**config.mk**
```make
export PLATFORM = sky130hd
export DESIGN_NAME = rampa_corriente_pwm
export DESIGN_NICKNAME = d
export VERILOG_FILES = /design/src/rtl/rampa_corriente_pwm_pkg.sv /design/src/rtl/rampa_corriente_pwm_pwm_gen.sv /design/src/rtl/rampa_corriente_pwm.sv
export SDC_FILE = /design/constraint.sdc
export NUM_CORES = 1
export LEC_CHECK = 0
export ABC_AREA = 0
export ABC_CLOCK_PERIOD_IN_PS = 7400
export CAP_MARGIN = 20
export CELL_PAD_IN_SITES_DETAIL_PLACEMENT = 0
export CELL_PAD_IN_SITES_GLOBAL_PLACEMENT = 1
export CORE_MARGIN = 3
export CORE_UTILIZATION = 46
export DETAILED_ROUTE_END_ITERATION = 12
export HOLD_SLACK_MARGIN = 0.06
export PLACE_DENSITY_LB_ADDON = 0.08
export SETUP_SLACK_MARGIN = 0.15
export SYNTH_ARGS = -nofsm -noshare
export SYNTH_HDL_FRONTEND = slang
export SYNTH_SLANG_ARGS = --single-unit
```
**constraint.sdc**
```tcl
create_clock -name clk -period 7.4 [get_ports clk]
set_input_delay 1.48 -clock clk [delete_from_list [all_inputs] [get_ports clk]]
set_output_delay 1.48 -clock clk [all_outputs]
set_load 0.1 [all_outputs]
```
**src/rtl/rampa_corriente_pwm_pkg.sv**
```systemverilog
// Shared definitions for the current ramp / PWM block: FSM state encoding and
// the default datapath width.
package rampa_corriente_pwm_pkg;

    localparam int W_DEF = 10;

    typedef enum logic [1:0] {
        ST_IDLE    = 2'd0,
        ST_SUBIR   = 2'd1,
        ST_BAJAR   = 2'd2,
        ST_ESTABLE = 2'd3
    } estado_t;

endpackage

```
**src/rtl/rampa_corriente_pwm_pwm_gen.sv**
```systemverilog
// PWM generator: free-running counter over 0..2^W-2 (period 2^W-1 clocks) and a
// registered compare against duty, so duty=0 is always low and duty=2^W-1 always high.
module pwm_gen
    import rampa_corriente_pwm_pkg::*;
#(
    parameter int W = W_DEF
) (
    input  logic         clk,
    input  logic         rst,
    input  logic [W-1:0] duty,
    output logic         pwm
);

    localparam logic [W-1:0] CNT_LAST = {{(W-1){1'b1}}, 1'b0};

    logic [W-1:0] cnt;

    always_ff @(posedge clk or negedge rst) begin
        if (!rst) begin
            cnt <= '0;
            pwm <= 1'b0;
        end else begin
            cnt <= (cnt == CNT_LAST) ? '0 : cnt + 1'b1;
            pwm <= (cnt < duty);
        end
    end

endmodule

```
**src/rtl/rampa_corriente_pwm.sv**
```systemverilog
// Slew-limited current setpoint with PWM output. Defining SOFT_LIMIT_EN clamps
// the incoming target to I_MAX; otherwise the full code range is passed through.
//
// state      | meaning
// ST_IDLE    | disabled and setpoint at zero
// ST_SUBIR   | setpoint below target, ramping up
// ST_BAJAR   | setpoint above target, ramping down
// ST_ESTABLE | enabled and setpoint equal to target
module rampa_corriente_pwm
    import rampa_corriente_pwm_pkg::*;
#(
    parameter int W        = W_DEF,
    parameter int STEP     = 8,
    parameter int TICK_DIV = 1000,
    parameter int I_MAX    = 900
) (
    input  logic         clk,
    input  logic         rst,
    input  logic         en,
    input  logic [W-1:0] I_obj,
    output logic [W-1:0] I_act,
    output logic         pwm,
    output logic         listo,
    output logic [1:0]   estado
);

    localparam int             TW        = $clog2(TICK_DIV);
    localparam logic [TW-1:0]  TICK_LAST = TW'(TICK_DIV - 1);
    localparam logic [W:0]     STEP_X    = (W + 1)'(STEP);

    if (TICK_DIV < 2 || I_MAX > (1 << W) - 1) begin : g_bad_param
        $error("rampa_corriente_pwm: TICK_DIV must be >= 2 and I_MAX must fit in W bits");
    end

    logic [TW-1:0] tick_cnt;
    logic          tick;
    logic [W-1:0]  obj_lim;
    logic [W-1:0]  tgt;
    logic [W:0]    act_x;
    logic [W:0]    tgt_x;
    logic [W:0]    diff;
    logic [W-1:0]  act_nxt;
    logic          listo_nxt;
    estado_t       state;
    estado_t       state_nxt;

    assign tick = (tick_cnt == TICK_LAST);

    always_ff @(posedge clk or negedge rst) begin
        if (!rst) begin
            tick_cnt <= '0;
        end else begin
            tick_cnt <= tick ? '0 : tick_cnt + 1'b1;
        end
    end

`ifdef SOFT_LIMIT_EN
    assign obj_lim = (I_obj > W'(I_MAX)) ? W'(I_MAX) : I_obj;
`else
    assign obj_lim = I_obj;
`endif

    assign tgt   = en ? obj_lim : '0;
    assign act_x = {1'b0, I_act};
    assign tgt_x = {1'b0, tgt};

    // Step is min(STEP, distance) in W+1 bits, so the ramp never overshoots or wraps.
    always_comb begin
        act_nxt = I_act;
        diff    = '0;
        if (tick) begin
            if (act_x < tgt_x) begin
                diff    = tgt_x - act_x;
                act_nxt = W'(act_x + ((diff > STEP_X) ? STEP_X : diff));
            end else if (act_x > tgt_x) begin
                diff    = act_x - tgt_x;
                act_nxt = W'(act_x - ((diff > STEP_X) ? STEP_X : diff));
            end
        end
    end

    always_comb begin
        state_nxt = ST_IDLE;
        listo_nxt = (act_nxt == tgt);
        if (act_nxt < tgt) begin
            state_nxt = ST_SUBIR;
        end else if (act_nxt > tgt) begin
            state_nxt = ST_BAJAR;
        end else if (en) begin
            state_nxt = ST_ESTABLE;
        end
    end

    always_ff @(posedge clk or negedge rst) begin
        if (!rst) begin
            state <= ST_IDLE;
            listo <= 1'b0;
            I_act <= '0;
        end else begin
            state <= state_nxt;
            listo <= listo_nxt;
            I_act <= act_nxt;
        end
    end

    assign estado = state;

    pwm_gen #(
        .W(W)
    ) u_pwm (
        .clk  (clk),
        .rst  (rst),
        .duty (I_act),
        .pwm  (pwm)
    );

endmodule

```
==> out/results.txt <==
Vias: 3908
clock slew at reported path FFs: 0.08 ns
Seq/Total Area, Yosys: 21.0%
synth warn: 0
TritonCTS Buffers: 5
fin nets: 651
Worst Hold Class: flop to flop
DR vias/cell: 5.72
Clk pwr share: 30.1%
Multi-input gate area: 3160 um^2
GRT overflow: 0
die width: 99.9 um
clock period minus worst slack: 6.91 ns
CP Capture Type: flop
Post-Syn Area per Cell: 8.36 um^2
leak pwr: 2.46 nW
Cell Int Power: 455 uW
relative slew slack: 34.6%
Psw: 268 uW
Switching Share: 37.1%
Crit path largest cell delay: 0.39 ns
Worst Min Path Start: tick_cnt[0]
Final Setup Violations: 0
CTS tree: done
GRT Util Overall: 24.2%
Seq pwr share: 27.1%
Worst Tran Pin Value: 0.979 ns
core area: 8380 um^2
Die Y: 99.9 um
RSZ-0062 raised after global routing: false
Tcrit/Tclk final: 93.4%
Power Total: 723 uW
Fin Hold WS: 0.484 ns
Final GP Congestion: 0.947
fraction of final layout cells sized beyond drive strength 1: 21.5%
Port Buffers: 26
slowest CP cell: clkdlybuf4s50_1
IO Pins: 27
Req. time, crit path: 7.64 ns
initial antenna violation count: 0
EDFF count, synth: 0
Sink Count: 34
peak supply drop: 0.143 mV
fill count: 731
largest net degree at the start of global routing: 35
Final Cell Area: 5160 um^2
DR iter-0 viols: 161
CTS root buffer: clkbuf_8
Clock Path Buffers: 2
Finished Core Util: 61.6%
Initial Util: 48.4%
worst r2r src: I_act[1]
Antenna Nets Post-Route: 0
clk_skew: 0.00335 ns
status: finished clean
H-tree Lvls: 2
via count of the first global-routing pass: 3909
final hold vios: 0
CP Max Fanout: 3
Max Freq: 145 MHz
Gate Count Post-Synth: 485
Die ar.: 9970 um^2
Worst Path Arrival: 7.16 ns
Distinct cells, synth: 73
first-pass GRT wire length: 19100 um
Clk Latency, worst-skew pair: 0.30 ns
WL/cell: 17.7 um
Ant. Diodes: 0
Slew Viols, Final: 0
Max Cap Viol: 0
Power Dens Cells: 140 nW/um^2
Pre-antenna DRT Iters: 4
total wire length: 12100 um
Post-synth ARST share: 100%
post-route setup TNS: 0 ns
residual DRC count: 0
Critical Path Start: I_obj[0]
CP startpoint kind: input pin
top_reg_cell synth: dfrtp_1
CTS Hold Buffers Added: 0
Yosys reg bits: 34
area delta synth->final: 27.4%
HPWL after DPL: 9520 um
register area: 851 um^2
dpl cell area: 4800 um^2
WS Path Type: input pin to flop
area of the mapped netlist: 4050 um^2
Logic pwr share: 42.8%
Core Rows: 33
synthesized netlist by cell type, drive strengths merged, types with 3 or more instances:
cell     number  area [um^2]
o41ai         3         41.3
o2111ai       3         32.5
and3          7         43.8
a21o         17          128
nor2b         6         37.5
nand3        17         85.1
xor2         15          131
a2111oi       3         26.3
a21boi        3         22.5
o211ai        5         42.5
o221ai        4         35.0
a211oi        5         37.5
xnor2        18          158
o22ai         5         37.5
o21ai        20          104
o31ai         5         51.3
fa            3         60.1
buf           8         77.6
nor3          8         45.0
mux2i         6         60.1
a21oi        37          189
or2           6         37.5
clkbuf        5         32.5
a31oi         5         46.3
inv          38          143
and2          3         18.8
nand2b        8         50.1
nor3b         3         22.5
o21a          5         38.8
nand4         4         25.0
dfrtp        34          851
nand2        38          143
o21bai        5         37.5
nor2         42          158
nand3b        3         22.5
a221oi        4         47.6
ha           58          726
or3           4         25.0
worst max-delay path, delay by kind of cell:
| kind | cells | cell delay, ns |
|---|---|---|
| and+or+nand+nor | 10 | 1.73 |
| muxes | 1 | 0.12 |
| buffers and inverters | 4 | 0.72 |
| AOI/OAI and AO/OA | 9 | 1.75 |
| adders and majority gates | 4 | 1.19 |
| xor gates and xnor gates | 1 | 0.16 |
routing by layer:
| metal | global-route usage [%] | routed length (um) | vias to the layer above |
|---|---|---|---|
| met2 | 39.4 | 5720 | 103 |
| met1 | 31.9 | 5450 | 1862 |
| met4 | 7.46 | 261 | 0 |
| li1 | - | - | 1921 |
| met3 | 5.70 | 663 | 22 |
| met5 | 0 | 0 | - |
worst paths after layout:
path / to / slack [ns] / depth (start not counted)
setup reg to reg: estado[0] / 1.40 / 26
min in group asynchronous: tick_cnt[2] / 1.60 / 2
setup / recovery: estado[0] / 0.49 / 29
hold / removal: tick_cnt[0] / 0.48 / 1
max in group asynchronous: I_act[2] / 5.46 / 2
hold reg to reg: tick_cnt[0] / 0.48 / 1
cell families (layout without fill, tap and decap cells):
group	Yosys count	after routing	synth area share, %
multiplexers	6	6	1.48
AO/OA/AOI/OAI	140	140	25.0
AND/OR/NAND/NOR	157	157	19.3
flip-flops	34	34	21.0
XOR/XNOR	33	33	7.13
buffers and inverters	51	136	6.24
other	2	10	0.185
adder cells (fa/ha/maj)	62	62	19.7
metrics by stage:
step | instances | setup WS [ns]
final | 683 | 0.486
after global routing | 683 | 0.109
after CTS | 677 | 0.173
after detailed placement | 669 | -0.161
after global placement | 669 | 0.0136
after floorplan | 493 | 0.688
state kept, by name, indices dropped and copies added (netlist names):
register	cells
I_act	10
tick_cnt	10
u_pwm.cnt	10
estado	2
listo	1
u_pwm.pwm	1
timing repair:
action,in CTS,in global routing
endpoints found under the hold margin,0,0
pin swaps,0,17
endpoints found under the setup margin,2,3
buffers inserted,0,6
resized for setup,1,36
cells in the final DEF (no fill, tap or decap), types with 17 or more instances in the layout:
cell type,n
nor2_1,39
a21oi_1,33
dfrtp_1,34
nand3_1,17
ha_1,52
a21o_1,17
xnor2_1,18
buf_4,64
clkdlybuf4s50_1,25
inv_1,38
nand2_1,38
power groups by stage:
stage	Sequential [mW]	Combinational [mW]	Clock, mW
after CTS	0.196	0.288	0.222
after global placement	0.200	0.283	0
final	0.196	0.310	0.218
after global routing	0.197	0.337	0.230
after floorplan	0.226	0.170	0
after detailed placement	0.200	0.286	0
cell type report:
class                   count  area share [%]
clock buffers               5            1.33
clock inverters             3            1.33
inverters                  38            2.76
multi-input cells         408            61.1
flip-flops and latches     34            16.5
well taps                 105            2.55
repair buffers             90            14.4
Note: power is estimated with default switching activity, not from simulation.
